## src/rtl/mem_stage_pkg.sv

```systemverilog
// Shared definitions for the MEM pipeline stage: FSM state encoding,
// inMEM control bit positions and the default access timeout.
package mem_stage_pkg;

    typedef enum logic [1:0] {
        ST_IDLE   = 2'd0,
        ST_ACCESS = 2'd1,
        ST_DONE   = 2'd2
    } state_t;

    localparam int MEM_READ  = 2;
    localparam int BRANCH    = 1;
    localparam int MEM_WRITE = 0;

    localparam int TIMEOUT_DEFAULT = 255;
    localparam int WAIT_W          = 8;

endpackage

```

## src/rtl/dmem_access_fsm.sv

```systemverilog
// Data-memory access sequencer: runs one request per held op, waits for the
// acknowledge with a bounded counter, buffers load data and keeps the sticky
// misalign/timeout flags. All state changes on the falling clock edge.
module dmem_access_fsm
    import mem_stage_pkg::*;
#(
    parameter int TIMEOUT = TIMEOUT_DEFAULT
) (
    input  logic        clk,
    input  logic        rst,
    input  logic [2:0]  mem_ctl,
    input  logic [31:0] addr,
    input  logic [31:0] wdata,
    output logic        dmem_req,
    output logic        dmem_we,
    output logic [31:0] dmem_addr,
    output logic [31:0] dmem_wdata,
    input  logic [31:0] dmem_rdata,
    input  logic        dmem_ack,
    output logic        stall,
    output logic        drop,
    output logic [31:0] load_data,
    output logic        misalign_flag,
    output logic        timeout_flag
);

    localparam logic [WAIT_W-1:0] TIMEOUT_CNT = WAIT_W'(TIMEOUT);

    state_t              state;
    state_t              next_state;
    logic [WAIT_W-1:0]   wait_cnt;
    logic [31:0]         rbuf;
    logic                timed_out;
    logic                op;
    logic                is_load;
    logic                misaligned;
    logic                hit_timeout;

    // A write bit beats a read bit when both are set.
    assign op          = mem_ctl[MEM_READ] | mem_ctl[MEM_WRITE];
    assign is_load     = mem_ctl[MEM_READ] & ~mem_ctl[MEM_WRITE];
    assign misaligned  = op & (addr[1:0] != 2'b00);
    assign hit_timeout = (wait_cnt == TIMEOUT_CNT);

    assign stall     = op & (state != ST_DONE) & ~misaligned;
    // The op is retired as a bubble when misaligned or when its access timed out.
    assign drop      = misaligned | ((state == ST_DONE) & timed_out);
    assign load_data = ((state == ST_DONE) && is_load && !timed_out) ? rbuf : 32'd0;

    // State register.
    always_ff @(negedge clk or negedge rst) begin
        if (!rst) begin
            state <= ST_IDLE;
        end else begin
            state <= next_state;
        end
    end

    // Next-state decode and memory port drive; ack wins over timeout.
    always_comb begin
        next_state = state;
        dmem_req   = 1'b0;
        dmem_we    = 1'b0;
        dmem_addr  = 32'd0;
        dmem_wdata = 32'd0;
        case (state)
            ST_IDLE: begin
                if (op && !misaligned) next_state = ST_ACCESS;
            end
            ST_ACCESS: begin
                dmem_req   = 1'b1;
                dmem_we    = mem_ctl[MEM_WRITE];
                dmem_addr  = addr;
                dmem_wdata = wdata;
                if (dmem_ack || hit_timeout) next_state = ST_DONE;
            end
            ST_DONE: begin
                next_state = ST_IDLE;
            end
            default: begin
                next_state = ST_IDLE;
            end
        endcase
    end

    // Wait counter, load buffer, per-access timeout marker and sticky flags.
    always_ff @(negedge clk or negedge rst) begin
        if (!rst) begin
            wait_cnt      <= '0;
            rbuf          <= 32'd0;
            timed_out     <= 1'b0;
            misalign_flag <= 1'b0;
            timeout_flag  <= 1'b0;
        end else begin
            if (misaligned) misalign_flag <= 1'b1;
            if (state == ST_IDLE) begin
                if (op && !misaligned) begin
                    wait_cnt  <= '0;
                    timed_out <= 1'b0;
                end
            end else if (state == ST_ACCESS) begin
                if (dmem_ack) begin
                    if (is_load) rbuf <= dmem_rdata;
                end else if (hit_timeout) begin
                    timed_out    <= 1'b1;
                    timeout_flag <= 1'b1;
                end else begin
                    wait_cnt <= wait_cnt + WAIT_W'(1);
                end
            end
        end
    end

endmodule

```

## src/rtl/memory_access.sv

```systemverilog
// MEM pipeline stage: branch resolution, data-memory access through
// dmem_access_fsm, and the MEM/WB pipeline register (falling-edge clocked).
module memory_access
    import mem_stage_pkg::*;
#(
    parameter int TIMEOUT = TIMEOUT_DEFAULT
) (
    input  logic        clk,
    input  logic        rst,
    input  logic [1:0]  inWB,
    input  logic [2:0]  inMEM,
    input  logic [31:0] inPCJump,
    input  logic [31:0] inALUResult,
    input  logic        inALUZero,
    input  logic [31:0] inRegB,
    input  logic [4:0]  inRegF_wreg,
    output logic        dmem_req,
    output logic        dmem_we,
    output logic [31:0] dmem_addr,
    output logic [31:0] dmem_wdata,
    input  logic [31:0] dmem_rdata,
    input  logic        dmem_ack,
    output logic [1:0]  outWB,
    output logic [4:0]  outRegF_wreg,
    output logic [31:0] outReadData,
    output logic [31:0] outALUResult,
    output logic        outPCSrc,
    output logic [31:0] outPCJump,
    output logic        outStall,
    output logic        outMisalign,
    output logic        outTimeout
);

    logic        stall;
    logic        drop;
    logic [31:0] load_data;

    // Branch decision is purely combinational and ignores the access FSM.
    assign outPCSrc  = inMEM[BRANCH] & inALUZero;
    assign outPCJump = inPCJump;
    assign outStall  = stall;

    dmem_access_fsm #(
        .TIMEOUT (TIMEOUT)
    ) u_fsm (
        .clk           (clk),
        .rst           (rst),
        .mem_ctl       (inMEM),
        .addr          (inALUResult),
        .wdata         (inRegB),
        .dmem_req      (dmem_req),
        .dmem_we       (dmem_we),
        .dmem_addr     (dmem_addr),
        .dmem_wdata    (dmem_wdata),
        .dmem_rdata    (dmem_rdata),
        .dmem_ack      (dmem_ack),
        .stall         (stall),
        .drop          (drop),
        .load_data     (load_data),
        .misalign_flag (outMisalign),
        .timeout_flag  (outTimeout)
    );

    // MEM/WB register: bubble while stalled, otherwise retire the held op.
    always_ff @(negedge clk or negedge rst) begin
        if (!rst) begin
            outWB        <= 2'b00;
            outReadData  <= 32'd0;
            outALUResult <= 32'd0;
            outRegF_wreg <= 5'd0;
        end else if (stall) begin
            outWB <= 2'b00;
        end else begin
            outWB        <= drop ? 2'b00 : inWB;
            outALUResult <= inALUResult;
            outRegF_wreg <= inRegF_wreg;
            outReadData  <= load_data;
        end
    end

endmodule

```

## config.mk

```make
export PLATFORM = sky130hd
export DESIGN_NAME = memory_access
export DESIGN_NICKNAME = d
export VERILOG_FILES = /design/src/rtl/mem_stage_pkg.sv /design/src/rtl/dmem_access_fsm.sv /design/src/rtl/memory_access.sv
export SDC_FILE = /design/constraint.sdc
export NUM_CORES = 1
export LEC_CHECK = 0
export ABC_AREA = 1
export CAP_MARGIN = 25
export CORE_AREA = 2 2 124 126
export DETAILED_ROUTE_END_ITERATION = 10
export DIE_AREA = 0 0 126 128
export GPL_TIMING_DRIVEN = 0
export PLACE_DENSITY = 0.81
export SYNTH_ARGS = -nofsm -noshare
export SYNTH_HDL_FRONTEND = slang
export SYNTH_SLANG_ARGS = --single-unit
export TNS_END_PERCENT = 5
```

## constraint.sdc

```tcl
create_clock -name clk -period 3.6 [get_ports clk]
set_clock_uncertainty 0.05 [all_clocks]
set_input_delay 0.54 -clock clk [delete_from_list [all_inputs] [get_ports clk]]
set_output_delay 0.54 -clock clk [all_outputs]
set_load 0.01 [all_outputs]
```

# == After elaboration in Yosys (flattened, before gate mapping) ==
# Index checks and enable logic that the tools add are counted.
# op_classes
n_bitwise,12
muxes,20
eq_ne,8
add_sub_neg,1
reduce_logical,15
# op_table
operator,n
$mux W32,3
$mux W8,5
$reduce_and A4 Y1,4
$add A8 B1 Y8 const B,1
$eq A8 B8 Y1 const B,1
$mux W2,4
$mux W1,7
$and A1 B1 Y1,6
$ne A2 B1 Y1 const B,3
$reduce_bool A2 Y1,3
$ne A2 B2 Y1 const B,2
$not A1 Y1,4
$pmux W2 S2,1
$logic_and A1 B1 Y1,3
$eq A2 B1 Y1 const B,1
$eq A2 B2 Y1 const B,1
$logic_not A1 Y1,2
$logic_not A2 Y1,1
$or A1 B1 Y1,2
$reduce_and A2 Y1,1
$logic_or A1 B1 Y1,1
# word_totals
out_inout_bits,173
word_cells,66
input_bits,142
ff_bits,116

# == Depth between registers and ports, before layout ==
# logic_depth
depth_word,6
ltp_mapped,8
ltp_nobuf,8

# == Cells and area by module ==
# A second synthesis with hierarchy kept.
# hier_totals
hier_cells,738
hier_area_um2,5521.5
# by_module_without_submodules
mod,seq_area_each_um2,cells_per_inst,instances,area_per_inst_um2
memory_access,1776.7,333,1,2916.5
dmem_access_fsm,1126.1,405,1,2605.0

==> results.json <==
{
  "status": "complete, but fails checks",
  "violations": "negative setup slack",
  "cp_top_family": "buffers and inverters",
  "cp_slowest_stage_delay_ps": 340,
  "cts_tree": "yes",
  "synth-seq-cells": 116,
  "final_nets": 1094,
  "drv_slew": 0,
  "final_common_cell": "nand2_1",
  "syn_area_mm2": 0.00526,
  "vias": 5191,
  "cp.arrival_ps": 3400,
  "swShare_pct": 32.3,
  "track_usage_pct": 19.9,
  "fin_ws_ps": -389,
  "drc": 0,
  "slowest_stage": "dfrtn_1",
  "wl_um": 16100,
  "htree_levels": 4,
  "drtAntennaViolNets": 0,
  "yosysSeqAreaShare_pct": 55.2,
  "regArea_mm2": 0.00290,
  "core_area_mm2": 0.0149,
  "crit_buf_inv": 5,
  "grt_pass1_wl_um": 25200,
  "fp.dieH_um": 128,
  "die_w_um": 126,
  "drive_above_1_share_pct": 22.7,
  "crit_fanout": 10,
  "viasPerCell": 4.51,
  "num_rows": 45,
  "post_drt_wl_per_cell_um": 14.0,
  "cts_buffers": 17,
  "final_util_pct": 60.0,
  "rsz0062_at_grt": "yes",
  "hold_class": "reg2reg",
  "synth_area_leader_cell": "dfrtn_1",
  "critPathCapture": "dmem_addr[23]",
  "dr.pass1.iters": 5,
  "grt_max_degree": 75,
  "total_power_mw": 5.16,
  "ir_drop_uv": 336,
  "end_kind": "output pin",
  "synthDistinctLibCells": 25,
  "port_buffers": 282,
  "clk_path_buf_depth": 2,
  "cp-start-kind": "flop",
  "max_slew_margin_pct": 71.4,
  "clkPwrFrac_pct": 32.4,
  "clock-sinks": 116,
  "path_cells": "buf_4 -> nor2_4 -> inv_4 -> buf_12 -> buf_8 -> nor2_1 -> buf_2",
  "power_switching_mw": 1.67,
  "layout_common_cells": "147 x nand2_1, 141 x clkdlybuf4s50_1, 116 x dfrtn_1, 109 x inv_1, 86 x o21ai_0",
  "syn_inst": 638,
  "first_global_vias": 5125,
  "power_frac_seq_pct": 32.9,
  "cp.required_ps": 3010,
  "avgSynthCellArea_um2": 8.24,
  "hold_viol": 0,
  "rrSetupSlack_ps": 1920,
  "p_int_mw": 3.50,
  "r2r_end": "u_fsm.wait_cnt[4]",
  "synth_top_area_share_pct": 55.2,
  "synth_nets": 781,
  "dp_hpwl_um": 12100,
  "fillers": 1334,
  "area_delta_synth_final_pct": 69.6,
  "io_pins": 315,
  "comb_power_share_pct": 34.7,
  "p_per_area_mw_per_mm2": 579,
  "netlist_top_cells_area": "dfrtn_1 55%, nand2_1 11%, o21ai_0 8.2%",
  "cts-root-buf": "clkbuf_16",
  "place.gp.congestion": 0.845,
  "ys_warn_count": 0,
  "power.leakage_nw": 4.61,
  "cap_violations": 0,
  "worstRegToRegCells": 7,
  "path_depth": 7,
  "setup_viol": 67,
  "multi_input_area_mm2": 0.00167,
  "grt_remaining_overflow": 0,
  "rr_startpoint": "u_fsm.wait_cnt[0]",
  "tightestPinTransition_ps": 424,
  "die_area_mm2": 0.0161,
  "n_antenna_cell": 0,
  "start_util_pct": 35.4,
  "insertion_delay_ps": 390,
  "antenna_found_initial": 0,
  "critical_path_class": "reg2out",
  "drt_iter0_markers": 188,
  "path_clk_slew_ps": 40,
  "crit_start": "u_fsm.state[1]"
}
## how the worst min path moves through the flow
| stage | end | cells after the start | start |
|---|---|---|---|
| 2_1_floorplan | u_fsm.timed_out | 2 | u_fsm.timed_out |
| 3_3_place_gp | u_fsm.timeout_flag | 2 | u_fsm.timeout_flag |
| 3_5_place_dp | outRegF_wreg[2] | 2 | outRegF_wreg[2] |
| 4_1_cts | outRegF_wreg[2] | 2 | outRegF_wreg[2] |
| 5_1_grt | outALUResult[0] | 2 | outALUResult[0] |
| 6_report | u_fsm.misalign_flag | 2 | u_fsm.misalign_flag |
## power by group through the flow
stage,clock network [mW],registers [mW],logic [mW]
after detailed placement,0,1.73,1.72
after global placement,0,1.72,1.69
after global routing,1.78,1.73,1.96
final,1.67,1.70,1.79
after CTS,1.71,1.70,1.72
after floorplan,0,1.74,0.754
## metal layers
| layer | GRT usage, % | vias up | share of wire, % |
|---|---|---|---|
| met2 | 35.1 | 239 | 51 |
| met3 | 5.09 | 19 | 7.6 |
| met4 | 7.37 | 0 | 1.4 |
| li1 | - | 2525 | - |
| met5 | 0 | - | 0 |
| met1 | 23.5 | 2408 | 40 |
## cell families after synthesis
family,synth area share (%)
AOI/OAI and AO/OA,10.7
adders and majority gates,0.238
buffers and inverters,15.7
DFF,55.2
and+or+nand+nor,18.2
## flip-flops by register name (all words and copies together) (netlist names)
signal / count
outALUResult: 32
outReadData: 32
u_fsm.rbuf: 32
u_fsm.wait_cnt: 8
outRegF_wreg: 5
outWB: 2
u_fsm.state: 2
u_fsm.misalign_flag: 1
u_fsm.timed_out: 1
u_fsm.timeout_flag: 1
## area by class of cell
| class | count | area share, % |
|---|---|---|
| clock inverters | 13 | 1.78 |
| inverters | 113 | 4.87 |
| repair buffers | 294 | 29.1 |
| multi-input cells | 350 | 18.7 |
| plain buffers | 59 | 5.56 |
| well taps | 188 | 2.64 |
| clock buffers | 18 | 4.81 |
| flip-flops and latches | 116 | 32.5 |
## tightest hold or removal path: stages (launching register included)
cell	delay, ps
dfrtn_1	400
inv_1	40
nand2_1	50
## stage by stage
step,setup WS [ps],hold WS (ps),cell area (µm²),instances,setup TNS (ps)
3_5_place_dp,-813,369,8350,1109,-77780
2_1_floorplan,-25.3,381,5260,638,-1010
4_1_cts,-426,366,8820,1147,-23460
5_1_grt,-445,377,8920,1151,-27190
6_report,-389,359,8920,1151,-21770
3_3_place_gp,-4150,364,8320,1108,-554870
## timing repair
action / 4_1_cts / 5_1_grt
resized for setup: 391 / 48
buffers inserted: 7 / 4
hold endpoints to repair: 0 / 0
hold buffers: 0 / 0
endpoints found under the setup margin: 158 / 157
pin swaps: 1 / 1
gates cloned: 0 / 0
## Yosys cell counts
| master | instances |
|---|---|
| a21oi_1 | 3 |
| buf_1 | 1 |
| buf_2 | 11 |
| buf_4 | 42 |
| buf_6 | 1 |
| clkbuf_1 | 4 |
| dfrtn_1 | 116 |
| ha_1 | 1 |
| inv_1 | 110 |
| inv_2 | 3 |
| nand2_1 | 148 |
| nand2_2 | 1 |
| nand3_1 | 6 |
| nand3_2 | 1 |
| nand3_4 | 1 |
| nand4_1 | 2 |
| nor2_1 | 76 |
| nor2_2 | 1 |
| nor2_4 | 1 |
| nor2_8 | 1 |
| o211ai_1 | 1 |
| o21ai_0 | 86 |
| o21ai_1 | 19 |
| o21ai_2 | 1 |
| o21bai_1 | 1 |
(Power assumes the default switching activity.)
